**src/rtl/my_accum_if.sv**
```systemverilog
// ---------------------------------------------------------------------------
// my_accum_if
// Purpose : Bundles the job-control, product-input and result-handshake
//           signals of the my_accum product accumulator.
// Signals : start      - one-cycle pulse that begins a job (master -> slave)
//           len        - number of products in the job   (master -> slave)
//           din        - unsigned product, 2*BITWIDTH    (master -> slave)
//           din_valid  - din carries a product this cycle (master -> slave)
//           dout_ready - downstream accepts the result   (master -> slave)
//           dout       - accumulated sum, ACCWIDTH bits  (slave -> master)
//           dout_valid - result available                (slave -> master)
//           busy       - a job is in progress            (slave -> master)
//           ovf        - sticky carry-out of the current job (slave -> master)
// ---------------------------------------------------------------------------
interface my_accum_if #(
    parameter int BITWIDTH = 32,
    parameter int GUARD    = 8,
    parameter int LENWIDTH = 8
);
    localparam int ACCWIDTH = 2 * BITWIDTH + GUARD;

    logic                  start;
    logic [LENWIDTH-1:0]   len;
    logic [2*BITWIDTH-1:0] din;
    logic                  din_valid;
    logic [ACCWIDTH-1:0]   dout;
    logic                  dout_valid;
    logic                  dout_ready;
    logic                  busy;
    logic                  ovf;

    modport master (
        output start, len, din, din_valid, dout_ready,
        input  dout, dout_valid, busy, ovf
    );

    modport slave (
        input  start, len, din, din_valid, dout_ready,
        output dout, dout_valid, busy, ovf
    );
endinterface

```
**src/rtl/my_accum.sv**
```systemverilog
// ---------------------------------------------------------------------------
// my_accum
// Purpose : Sums a job of 'len' unsigned products arriving on din/din_valid
//           into an ACCWIDTH-bit accumulator (ACCWIDTH = 2*BITWIDTH+GUARD),
//           then presents the sum with a valid/ready handshake.
//           A carry out of the accumulator sets a sticky ovf flag for the job;
//           the sum wraps modulo 2^ACCWIDTH.
// Ports   : clk  - rising-edge clock for all state
//           rstn - asynchronous active-low reset
//           bus  - my_accum_if slave modport (start, len, din, din_valid,
//                  dout_ready in; dout, dout_valid, busy, ovf out)
// ---------------------------------------------------------------------------
module my_accum #(
    parameter int BITWIDTH = 32,
    parameter int GUARD    = 8,
    parameter int LENWIDTH = 8
) (
    input  logic        clk,
    input  logic        rstn,
    my_accum_if.slave   bus
);
    localparam int ACCWIDTH = 2 * BITWIDTH + GUARD;

    typedef enum logic [1:0] {
        S_IDLE,
        S_ACCUM,
        S_DONE
    } state_t;

    state_t                r_state;
    state_t                w_next_state;
    logic [ACCWIDTH-1:0]   r_acc;
    logic [LENWIDTH-1:0]   r_remaining;
    logic                  r_ovf;

    logic                  w_start_ok;
    logic                  w_take;
    logic                  w_last;
    logic                  w_handshake;
    logic [ACCWIDTH:0]     w_sum;

    // Start is only accepted from IDLE, so a start coinciding with the DONE
    // handshake is dropped: the state is still DONE in that cycle.
    assign w_start_ok  = (r_state == S_IDLE) && bus.start;
    assign w_take      = (r_state == S_ACCUM) && bus.din_valid;
    assign w_last      = w_take && (r_remaining == LENWIDTH'(1));
    assign w_handshake = (r_state == S_DONE) && bus.dout_ready;

    // One extra bit captures the carry out of the accumulator.
    assign w_sum = {1'b0, r_acc} + {{(GUARD + 1){1'b0}}, bus.din};

    always_ff @(posedge clk or negedge rstn) begin
        if (!rstn) begin
            r_state <= S_IDLE;
        end else begin
            r_state <= w_next_state;
        end
    end

    always_comb begin
        w_next_state = r_state;
        unique case (r_state)
            S_IDLE: begin
                if (w_start_ok) begin
                    w_next_state = (bus.len == '0) ? S_DONE : S_ACCUM;
                end
            end
            S_ACCUM: begin
                if (w_last) begin
                    w_next_state = S_DONE;
                end
            end
            S_DONE: begin
                if (w_handshake) begin
                    w_next_state = S_IDLE;
                end
            end
            default: w_next_state = S_IDLE;
        endcase
    end

    always_ff @(posedge clk or negedge rstn) begin
        if (!rstn) begin
            r_acc       <= '0;
            r_remaining <= '0;
            r_ovf       <= 1'b0;
        end else if (w_start_ok) begin
            r_acc       <= '0;
            r_remaining <= bus.len;
            r_ovf       <= 1'b0;
        end else if (w_take) begin
            r_acc       <= w_sum[ACCWIDTH-1:0];
            r_remaining <= r_remaining - LENWIDTH'(1);
            r_ovf       <= r_ovf | w_sum[ACCWIDTH];
        end
    end

    // dout comes straight from the register, so dout_valid (decoded from the
    // state register) and the final sum both appear on the same edge.
    assign bus.dout       = r_acc;
    assign bus.dout_valid = (r_state == S_DONE);
    assign bus.busy       = (r_state != S_IDLE);
    assign bus.ovf        = r_ovf;
endmodule

```
**src/flat_wrapper.sv**
```systemverilog
// flat-port wrapper written by rule: the top's interface ports become plain ports
module my_accum_flat 
#(
    parameter int BITWIDTH = 32,
    parameter int GUARD    = 8,
    parameter int LENWIDTH = 8
)
  (clk, rstn, bus_start, bus_len, bus_din, bus_din_valid, bus_dout_ready, bus_dout, bus_dout_valid, bus_busy, bus_ovf);
  my_accum_if #(.BITWIDTH(BITWIDTH), .GUARD(GUARD), .LENWIDTH(LENWIDTH)) bus_i ();
  input  logic clk;
  input  logic rstn;
  input wire logic [$bits(bus_i.start)-1:0] bus_start;
  input wire logic [$bits(bus_i.len)-1:0] bus_len;
  input wire logic [$bits(bus_i.din)-1:0] bus_din;
  input wire logic [$bits(bus_i.din_valid)-1:0] bus_din_valid;
  input wire logic [$bits(bus_i.dout_ready)-1:0] bus_dout_ready;
  output wire logic [$bits(bus_i.dout)-1:0] bus_dout;
  output wire logic [$bits(bus_i.dout_valid)-1:0] bus_dout_valid;
  output wire logic [$bits(bus_i.busy)-1:0] bus_busy;
  output wire logic [$bits(bus_i.ovf)-1:0] bus_ovf;
  assign bus_i.start = bus_start;
  assign bus_i.len = bus_len;
  assign bus_i.din = bus_din;
  assign bus_i.din_valid = bus_din_valid;
  assign bus_i.dout_ready = bus_dout_ready;
  assign bus_dout = bus_i.dout;
  assign bus_dout_valid = bus_i.dout_valid;
  assign bus_busy = bus_i.busy;
  assign bus_ovf = bus_i.ovf;
  my_accum #(.BITWIDTH(BITWIDTH), .GUARD(GUARD), .LENWIDTH(LENWIDTH)) u_core (.clk(clk), .rstn(rstn), .bus(bus_i));
endmodule
```
**config.mk**
```make
export PLATFORM = sky130hd
export DESIGN_NAME = my_accum_flat
export DESIGN_NICKNAME = d
export VERILOG_FILES = /design/src/rtl/my_accum_if.sv /design/src/rtl/my_accum.sv /design/src/flat_wrapper.sv
export SDC_FILE = /design/constraint.sdc
export NUM_CORES = 1
export LEC_CHECK = 0
export BUFFER_PORTS_ARGS = -buffer_cell sky130_fd_sc_hd__buf_4
export CAP_MARGIN = 10
export CORE_ASPECT_RATIO = 0.5
export CORE_MARGIN = 1
export CORE_UTILIZATION = 61
export CTS_CLUSTER_DIAMETER = 30
export CTS_CLUSTER_SIZE = 30
export DETAILED_ROUTE_END_ITERATION = 7
export PLACE_DENSITY = 0.86
export SYNTH_ARGS = -nofsm -noshare
export SYNTH_HDL_FRONTEND = slang
export SYNTH_SLANG_ARGS = --single-unit
```
**constraint.sdc**
```tcl
create_clock -name clk -period 5 [get_ports clk]
set_input_delay 1 -clock clk [delete_from_list [all_inputs] [get_ports clk]]
set_output_delay 1 -clock clk [all_outputs]
set_load 0.005 [all_outputs]
```
==> impl_metrics.toml, run 1 <==
[worst_setup_path]
crit_chain = "buf_4 -> ha_1 -> inv_1 -> fa_1 -> nor2b_1 -> o31a_1 -> o31a_2 -> o2111ai_2 -> a21oi_1 -> a211oi_2 -> o32ai_1 -> mux2i_1 -> nand2_1"
cp.required_ns = 5.22
criticalPathCategory = "in -> reg"
cp_num_cells = 13
slowest_delay_ns = 0.43
r2r-start = "u_core.bus.dout[0]$_DFFE_PN0P_"
r2r_slack_ns = 1.76
cp_top_family = "compound AO/OA/AOI/OAI gates"
crit_path_start_kind = "primary input"
reg2reg_to = "u_core.bus.dout[60]$_DFFE_PN0P_"
worstPathMaxFanout = 4
end_kind = "register"
r2r_cells = 12
cpMaxStageDelayCell = "a21oi_1"
cp.arrival_ns = 3.78
crit_buf_inv = 2

[final_layout]
areaGrowthSynthToFinish_pct = 19.7
regArea_um2 = 2080
fillerInstances = 938
final_cell_mix = "buf_4 (155), nand2_1 (127), o21ai_0 (95), a21oi_1 (90), dfrtp_1 (83)"
mostFrequentLayoutCell = "buf_4"
drive_above_1_share = 0.177
multi_input_area_um2 = 5080
num-nets-final = 1217
diodes = 0

[logic_synthesis]
syn_area_um2 = 7490
async_reset_ff_frac = 1.00
synth-seq-cells = 83
synth_area_leader_cell = "dfrtp_1"
synth.top_cell.area_share = 0.277
syn_nets = 1101
synth-seq-area-share = 0.277
postSynthAreaPerCell_um2 = 7.82
postSynthCellCount = 957
synth_ff_type = "dfrtp_1"
synth_cell_type_count = 69
synth_edf_count = 0
synth.area.top_cells = "dfrtp_1 (28%), ha_1 (11%), nand2_1 (6.4%), o21ai_0 (6.4%), a21oi_1 (6.0%)"
synth_warnings = 0

[route]
via_count = 8001
drc = 0
ant_nets = 0
wl_per_cell_um = 17.7
viasPerCell = 6.44
routed_wl_um = 22000
firstDrtPassIters = 6
drtIter0Drc = 803

[sta]
fin_crit_ns = 3.56
relSlewSlack = 0.276
worstMarginPinSlew_ns = 1.08
period_share = 0.712
final_max_slew_viol_count = 0
tns_ns = 0
skew_ns = 0.00734
final_hold_viol_count = 0
fmax_ghz = 0.281
grt_setup_unrepaired = "no"
holdWs_ns = 0.511
finalSetupViolations = 0

[placed_design]
dpl.hpwl_um = 16400
port_buffers = 151
place.gp.congestion = 0.951

[global_route]
overflow = 0
grt_first_pass_wirelength_um = 34500
grt_busiest_layer = "met2"
grt_max_degree = 84
met2_usage = 0.569
grt_usage = 0.344
grtUsageMet1 = 0.455
grt_use_met3 = 0.0631
grt_pass1_vias = 7305
antenna_found_initial = 0

[floorplan]
initial_core_util = 0.630
io_pins = 152
die_h_um = 80.3
num_rows = 28
die_area_um2 = 12700
coreArea_um2 = 11900
dieWidth_um = 159

[power]
leakage_nw = 4.20
ir_drop_uv = 322
p_sw_frac = 0.478
switchingPower_mw = 2.41
p_comb_frac = 0.637
p_seq_frac = 0.232
p_clk_frac = 0.130
p_int_mw = 2.63
powerDensity_nw_per_um2 = 561

[min_path]
hold-path-cell-count = 2
hold_class = "reg -> reg"
min_to = "u_core.bus.dout[37]$_DFFE_PN0P_"
holdCritStartpoint = "u_core.bus.dout[37]$_DFFE_PN0P_"

[clocking]
clock_path_buffers = 2
postCtsHoldBufs = 0
cts_setup_buffers = 0
tritoncts = "done"
ctsResizeCount = 0
cts_made_buffers = 9
htreeDepth = 3
cts_sinks = 83
cts.clk_slew.worst_paths_ns = 0.06
clock_latency_ns = 0.35
cts_root_buf = "clkbuf_16"

[run_status]
status = "finished, final reports clean"

[run]
cap_violations = 0
## per-stage QoR
stage          cell area [um^2]   util  cells  power [mW]  worst slack, ns
4_1_cts                    8940  0.752   1241        4.96             1.50
5_1_grt                    8960  0.755   1242        5.39             1.27
2_1_floorplan              7490      -    957        3.30             1.67
6_report                   8960  0.755   1242        5.03             1.44
3_5_place_dp               8660  0.729   1226        4.29             1.14
3_3_place_gp               8660  0.729   1226        4.19             1.19
## Yosys cell counts (3+ instances only)
cell type,n
a211oi_1,5
a21boi_0,5
a21o_1,29
a21oi_1,90
a221oi_1,3
a22oi_1,4
a31oi_1,10
and2_1,7
and3_1,10
and4_1,3
buf_2,8
clkbuf_1,40
dfrtp_1,83
ha_1,66
inv_1,33
mux2i_1,7
nand2_1,127
nand2b_1,6
nand3_1,30
nand3b_1,11
nand4_1,26
nor2_1,46
nor2b_1,8
nor3_1,20
nor3b_1,5
nor4_1,13
o2111ai_1,4
o211ai_1,18
o21a_1,12
o21ai_0,95
o21ai_1,6
o21bai_1,19
o31ai_1,6
or2_1,3
or2_2,6
or3_1,5
xnor2_1,30
xor2_1,17
## registers in the layout (all words and copies together), names as in the netlist
name / count
u_core.bus.dout: 72
u_core.bus.ovf: 1
u_core.r_remaining: 8
u_core.r_state: 2
## worst max-delay path by stage
stage / from / endpoint / slack, ns
after floorplan: bus_din[0] / u_core.bus.dout[60]$_DFFE_PN0P_ / 1.67
after global placement: bus_din[47] / u_core.bus.dout[66]$_DFFE_PN0P_ / 1.19
after detailed placement: bus_din[47] / u_core.bus.dout[66]$_DFFE_PN0P_ / 1.14
after CTS: bus_din[47] / u_core.bus.dout[66]$_DFFE_PN0P_ / 1.50
after global routing: bus_din[0] / u_core.bus.dout[50]$_DFFE_PN0P_ / 1.27
final: bus_din[0] / u_core.bus.dout[60]$_DFFE_PN0P_ / 1.44
## worst reg2reg max path, delay by kind of cell, from the launching register on
family	cells	cell delay, ns
AO/OA/AOI/OAI	6	1.57
adder cells (fa/ha/maj)	2	0.60
buffers and inverters	1	0.06
flip-flops	1	0.39
multiplexers	1	0.22
AND/OR/NAND/NOR	2	0.28
## layout make-up
cell class                 count  area share
sequential                    83       0.232
clock inverter                 3     0.00265
clock buffer                  12      0.0286
multi-input combinational    790       0.567
tap                          165      0.0230
inverter                      33      0.0138
timing repair buffer         156       0.133
## cells by family after synthesis
logic type               count (synthesis)  share of synthesized area
XOR/XNOR                                47                     0.0550
adder cells (fa/ha/maj)                 67                      0.113
multiplexers                             9                     0.0124
buffers and inverters                   84                     0.0445
flip-flops                              83                      0.277
AND/OR/NAND/NOR                        330                      0.215
AO/OA/AOI/OAI                          337                      0.283
## per-layer routing
layer / wire length, um / part of all wire
met3: 1820 / 0.083
met2: 9970 / 0.45
met4: 497 / 0.023
met1: 9720 / 0.44
met5: 0 / 0
## power by group through the flow
stage               Combinational (mW)  Clock [mW]  Sequential [mW]
floorplan                         2.16           0             1.14
global placement                  3.03           0             1.16
detailed placement                3.11           0             1.17
CTS                               3.14       0.656             1.16
global route                      3.51       0.682             1.20
finish                            3.21       0.657             1.17
Power figures use the tool's default switching activity.
==> run 2: changes to the inputs <==
--- a/config.mk
+++ b/config.mk
@@ -9,11 +9,11 @@
 export CAP_MARGIN = 10
 export CORE_ASPECT_RATIO = 0.5
 export CORE_MARGIN = 1
-export CORE_UTILIZATION = 61
+export CORE_UTILIZATION = 57
 export CTS_CLUSTER_DIAMETER = 30
 export CTS_CLUSTER_SIZE = 30
 export DETAILED_ROUTE_END_ITERATION = 7
-export PLACE_DENSITY = 0.86
+export PLACE_DENSITY = 0.81
 export SYNTH_ARGS = -nofsm -noshare
 export SYNTH_HDL_FRONTEND = slang
 export SYNTH_SLANG_ARGS = --single-unit
==> constraint.sdc (replaced) <==
create_clock -name clk -period 3.4 [get_ports clk]
set_input_delay 0.68 -clock clk [delete_from_list [all_inputs] [get_ports clk]]
set_output_delay 0.68 -clock clk [all_outputs]
set_load 0.005 [all_outputs]
==> impl_metrics.toml, run 2 (synthesis results as in run 1) <==
[clocking]
cts_made_buffers = 9
tritoncts = "done"
cts_sinks = 83
htreeDepth = 3
cts_setup_buffers = 0
postCtsHoldBufs = 0
clock_path_buffers = 2
clock_latency_ns = 0.35
cts.clk_slew.worst_paths_ns = 0.07
cts_root_buf = "clkbuf_16"
ctsResizeCount = 0

[final_layout]
finalNonFillerCells = 1304
areaGrowthSynthToFinish_pct = 25.3
num-nets-final = 1273
largest_reg_flops = 72
diodes = 0
final_cell_mix = "buf_4 (211), nand2_1 (127), o21ai_0 (95), a21oi_1 (90), dfrtp_1 (83)"
final_core_util = 0.736
fillerInstances = 1052
drive_above_1_share = 0.220
mostFrequentLayoutCell = "buf_4"

[route]
routed_wl_um = 23200
viasPerCell = 6.18
ant_nets = 0
drc = 0
drtIter0Drc = 886
wl_per_cell_um = 17.8
firstDrtPassIters = 6
via_count = 8061

[sta]
final_max_slew_viol_count = 0
skew_ns = 0.0114
holdWs_ns = 0.319
worstMarginPinSlew_ns = 0.750
period_share = 0.932
timing.final.ws_setup_ns = 0.230
finalSetupViolations = 0
fin_crit_ns = 3.17
relSlewSlack = 0.499
grt_setup_unrepaired = "no"
fmax_ghz = 0.315
final_hold_viol_count = 0

[global_route]
grt_usage = 0.345
grt_first_pass_wirelength_um = 37400
grt_max_degree = 63
grt_pass1_vias = 7448
antenna_found_initial = 0
overflow = 0

[floorplan]
die_h_um = 83.0
num_rows = 29
coreArea_um2 = 12700
initial_core_util = 0.588
io_pins = 152
die_area_um2 = 13600
dieWidth_um = 164

[worst_setup_path]
cp.required_ns = 3.64
worstPathMaxFanout = 3
cp.arrival_ns = 3.41
end_kind = "register"
crit_path_start_kind = "primary input"
criticalPathCategory = "in -> reg"

[power]
switchingPower_mw = 3.70
p_total_mw = 7.78
leakage_nw = 4.47
p_comb_frac = 0.654
p_clk_frac = 0.125
p_int_mw = 4.08
ir_drop_uv = 440
powerDensity_nw_per_um2 = 830
p_sw_frac = 0.475
p_seq_frac = 0.222

[min_path]
hold_class = "in -> async"

[run_status]
status = "finished, final reports clean"

[placed_design]
dp_cells = 1288
place.gp.congestion = 0.976
dpl.hpwl_um = 18100
preCtsSetupSlack_ns = -0.0676
port_buffers = 151

[run]
cap_violations = 0
run 2: changes by cell type in the layout (fill, tap and decap cells not counted), sizes merged:
cell,change
buf,+56
clkinv,+2
inv,+2
clkbuf,-3
run 2: final timing paths:
kind | from | endpoint | slack (ns) | depth (start not counted)
max in group asynchronous | rstn | u_core.bus.dout[34]$_DFFE_PN0P_ | 2.30 | 2
min in group clk | u_core.bus.ovf$_DFFE_PN0P_ | u_core.bus.ovf$_DFFE_PN0P_ | 0.49 | 2
min reg2reg | u_core.bus.ovf$_DFFE_PN0P_ | u_core.bus.ovf$_DFFE_PN0P_ | 0.49 | 2
max reg2reg | u_core.bus.dout[0]$_DFFE_PN0P_ | u_core.bus.dout[60]$_DFFE_PN0P_ | 0.24 | 12
min | rstn | u_core.bus.dout[15]$_DFFE_PN0P_ | 0.32 | 1
max | bus_din[0] | u_core.bus.dout[60]$_DFFE_PN0P_ | 0.23 | 13
run 2: per-layer routing:
layer / GRT usage / vias up / wire [um]
met2: 0.519 / 381 / 10200
met4: 0.0884 / 0 / 324
met3: 0.0809 / 36 / 2060
met5: 0 / - / 0
li1: - / 3875 / -
met1: 0.493 / 3769 / 10700
run 2: cell type report:
type | count | area [um^2] | share of cell area
Multi-Input combinational cell | 790 | 5080 | 0.542
Sequential cell | 83 | 2080 | 0.221
Timing Repair Buffer | 212 | 1600 | 0.171
Clock buffer | 9 | 225 | 0.0240
Tap cell | 170 | 213 | 0.0227
Inverter | 33 | 124 | 0.0132
Clock inverter | 7 | 51.3 | 0.00547
run 2: critical path: stages:
cell and delay (ns):
buf_4 0.08, ha_1 0.15, inv_1 0.06, fa_1 0.40
nor2b_1 0.15, o31a_1 0.19, o31a_2 0.17, o2111ai_2 0.16
a21oi_1 0.43, a211oi_2 0.24, o32ai_1 0.39, mux2i_1 0.24
nand2_1 0.07
run 2: stage by stage:
step                cell area (um^2)  TNS (ns)
floorplan                       7490         0
global placement                9100         0
detailed placement              9100   -0.0676
CTS                             9380         0
global route                    9380         0
finish                          9380         0
run 2: power by group through the flow:
stage	Clock, mW	Combinational (mW)	Sequential [mW]
after floorplan	0	3.18	1.67
after global placement	0	4.87	1.72
after detailed placement	0	4.97	1.73
after CTS	0.975	5.00	1.72
after global routing	1.01	5.59	1.77
final	0.970	5.09	1.73
==> run 3: changes to the inputs <==
--- a/config.mk
+++ b/config.mk
@@ -9,11 +9,12 @@
 export CAP_MARGIN = 10
 export CORE_ASPECT_RATIO = 0.5
 export CORE_MARGIN = 1
-export CORE_UTILIZATION = 57
+export CORE_UTILIZATION = 61
 export CTS_CLUSTER_DIAMETER = 30
 export CTS_CLUSTER_SIZE = 30
 export DETAILED_ROUTE_END_ITERATION = 7
-export PLACE_DENSITY = 0.81
+export GPL_TIMING_DRIVEN = 0
+export PLACE_DENSITY = 0.86
 export SYNTH_ARGS = -nofsm -noshare
 export SYNTH_HDL_FRONTEND = slang
 export SYNTH_SLANG_ARGS = --single-unit
==> constraint.sdc (replaced) <==
create_clock -name clk -period 3.7 [get_ports clk]
set_input_delay 0.74 -clock clk [delete_from_list [all_inputs] [get_ports clk]]
set_output_delay 0.74 -clock clk [all_outputs]
set_load 0.005 [all_outputs]
==> impl_metrics.toml, run 3 (synthesis results as in run 1) <==
[route]
via_count = 8125
routed_wl_um = 23600
viasPerCell = 6.30
firstDrtPassIters = 7
wl_per_cell_um = 18.3
ant_nets = 0
drtIter0Drc = 861
drc = 0

[worst_setup_path]
cpMaxStageDelayCell = "a21oi_1"
cp.required_ns = 3.92
crit_path_start_kind = "primary input"
cp_top_family = "compound AO/OA/AOI/OAI gates"
end_kind = "register"
crit_buf_inv = 2
cp.arrival_ns = 3.71
worstPathMaxFanout = 4
crit_chain = "buf_4 -> ha_1 -> inv_1 -> fa_1 -> nor2b_1 -> o31a_1 -> o31a_2 -> o2111ai_2 -> a21oi_1 -> nor2b_2 -> o31ai_1 -> xnor2_1 -> o21ai_0"
criticalPathCategory = "in -> reg"
slowest_delay_ns = 0.53

[power]
p_clk_frac = 0.142
ir_drop_uv = 425
p_sw_frac = 0.480
leakage_nw = 4.27
p_int_mw = 3.66
switchingPower_mw = 3.38
p_comb_frac = 0.634
powerDensity_nw_per_um2 = 770
p_seq_frac = 0.224

[floorplan]
dieWidth_um = 159
initial_core_util = 0.630
num_rows = 28
die_area_um2 = 12700
coreArea_um2 = 11900
io_pins = 152
die_h_um = 80.3

[placed_design]
dpl.hpwl_um = 18100
place.gp.congestion = 0.995
port_buffers = 151
post_dp_cell_area_um2 = 8830
dp_cells = 1273

[min_path]
hold_class = "reg -> reg"

[clocking]
tritoncts = "done"
htreeDepth = 3
cts.clk_slew.worst_paths_ns = 0.07
cts_sinks = 83
cts_made_buffers = 9
cts_setup_buffers = 0
cts_root_buf = "clkbuf_16"
clock_latency_ns = 0.35
ctsResizeCount = 0
postCtsHoldBufs = 0
clock_path_buffers = 2

[global_route]
grt_pass1_vias = 7590
grt_first_pass_wirelength_um = 37200
overflow = 0
antenna_found_initial = 0
grt_usage = 0.378
grt_max_degree = 84

[sta]
fin_crit_ns = 3.49
relSlewSlack = 0.240
fmax_ghz = 0.286
holdWs_ns = 0.499
worstMarginPinSlew_ns = 1.14
skew_ns = 0.00814
tns_ns = 0
final_max_slew_viol_count = 0
finalSetupViolations = 0
period_share = 0.944
grt_setup_unrepaired = "no"
final_hold_viol_count = 0

[run_status]
status = "finished, final reports clean"

[final_layout]
multi_input_area_um2 = 5080
areaGrowthSynthToFinish_pct = 22.1
largest_reg_flops = 72
fillerInstances = 904
drive_above_1_share = 0.173
regArea_um2 = 2080
mostFrequentLayoutCell = "buf_4"
post-route-cell-area_um2 = 9140
diodes = 0
num-nets-final = 1263
finalNonFillerCells = 1289
final_cell_mix = "buf_4 (153), nand2_1 (127), o21ai_0 (95), a21oi_1 (90), dfrtp_1 (83)"

[run]
cap_violations = 0
[run 3: layout make-up]
cell class | instances | share of cell area
buffer | 51 | 0.0229
sequential | 83 | 0.227
inverter | 33 | 0.0136
clock inverter | 4 | 0.00821
multi-input combinational | 790 | 0.556
timing repair buffer | 151 | 0.124
clock buffer | 12 | 0.0259
tap | 165 | 0.0226
[run 3: final timing paths]
check	start	endpoint	slack (ns)	cells past startpoint
worst max-delay path	bus_din[0]	u_core.bus.dout[42]$_DFFE_PN0P_	0.21	13
worst min-delay path	u_core.bus.ovf$_DFFE_PN0P_	u_core.bus.ovf$_DFFE_PN0P_	0.50	2
worst max register to register	u_core.bus.dout[0]$_DFFE_PN0P_	u_core.bus.dout[42]$_DFFE_PN0P_	0.28	12
worst min register to register	u_core.bus.ovf$_DFFE_PN0P_	u_core.bus.ovf$_DFFE_PN0P_	0.50	2
max in group asynchronous	rstn	u_core.bus.dout[47]$_DFFE_PN0P_	2.34	1
min in group asynchronous	rstn	u_core.bus.dout[27]$_DFFE_PN0P_	0.56	1
[run 3: power by group through the flow]
stage	sequential, mW	combinational (mW)	clock [mW]
2_1_floorplan	1.54	2.92	0
3_3_place_gp	1.56	4.21	0
3_5_place_dp	1.58	4.32	0
4_1_cts	1.57	4.36	0.999
5_1_grt	1.62	4.91	1.03
6_report	1.57	4.46	0.997
[run 3: metrics by stage]
| step | utilization | total power [mW] | setup slack [ns] |
|---|---|---|---|
| floorplan | - | 4.46 | 0.631 |
| global placement | 0.743 | 5.77 | 0.00583 |
| detailed placement | 0.743 | 5.90 | -0.0472 |
| CTS | 0.769 | 6.92 | 0.278 |
| global route | 0.769 | 7.56 | 0.0253 |
| finish | 0.769 | 7.03 | 0.206 |
[run 3: worst reg2reg max path, stage by stage (launching register included)]
cell and delay (ns):
dfrtp_1 0.37, ha_1 0.19, inv_1 0.06, fa_1 0.41, nor2b_1 0.17, o31a_1 0.20
o31a_2 0.18, o2111ai_2 0.19, a21oi_1 0.53, nor2b_2 0.20, o31ai_1 0.50, xnor2_1 0.19
o21ai_0 0.09
[run 3: routing by layer]
layer	vias up	GRT usage	part of all wire
met5	-	0	0
met4	0	0.0817	0.011
met3	37	0.0707	0.084
met2	392	0.616	0.45
met1	3863	0.519	0.45
li1	3833	-	-
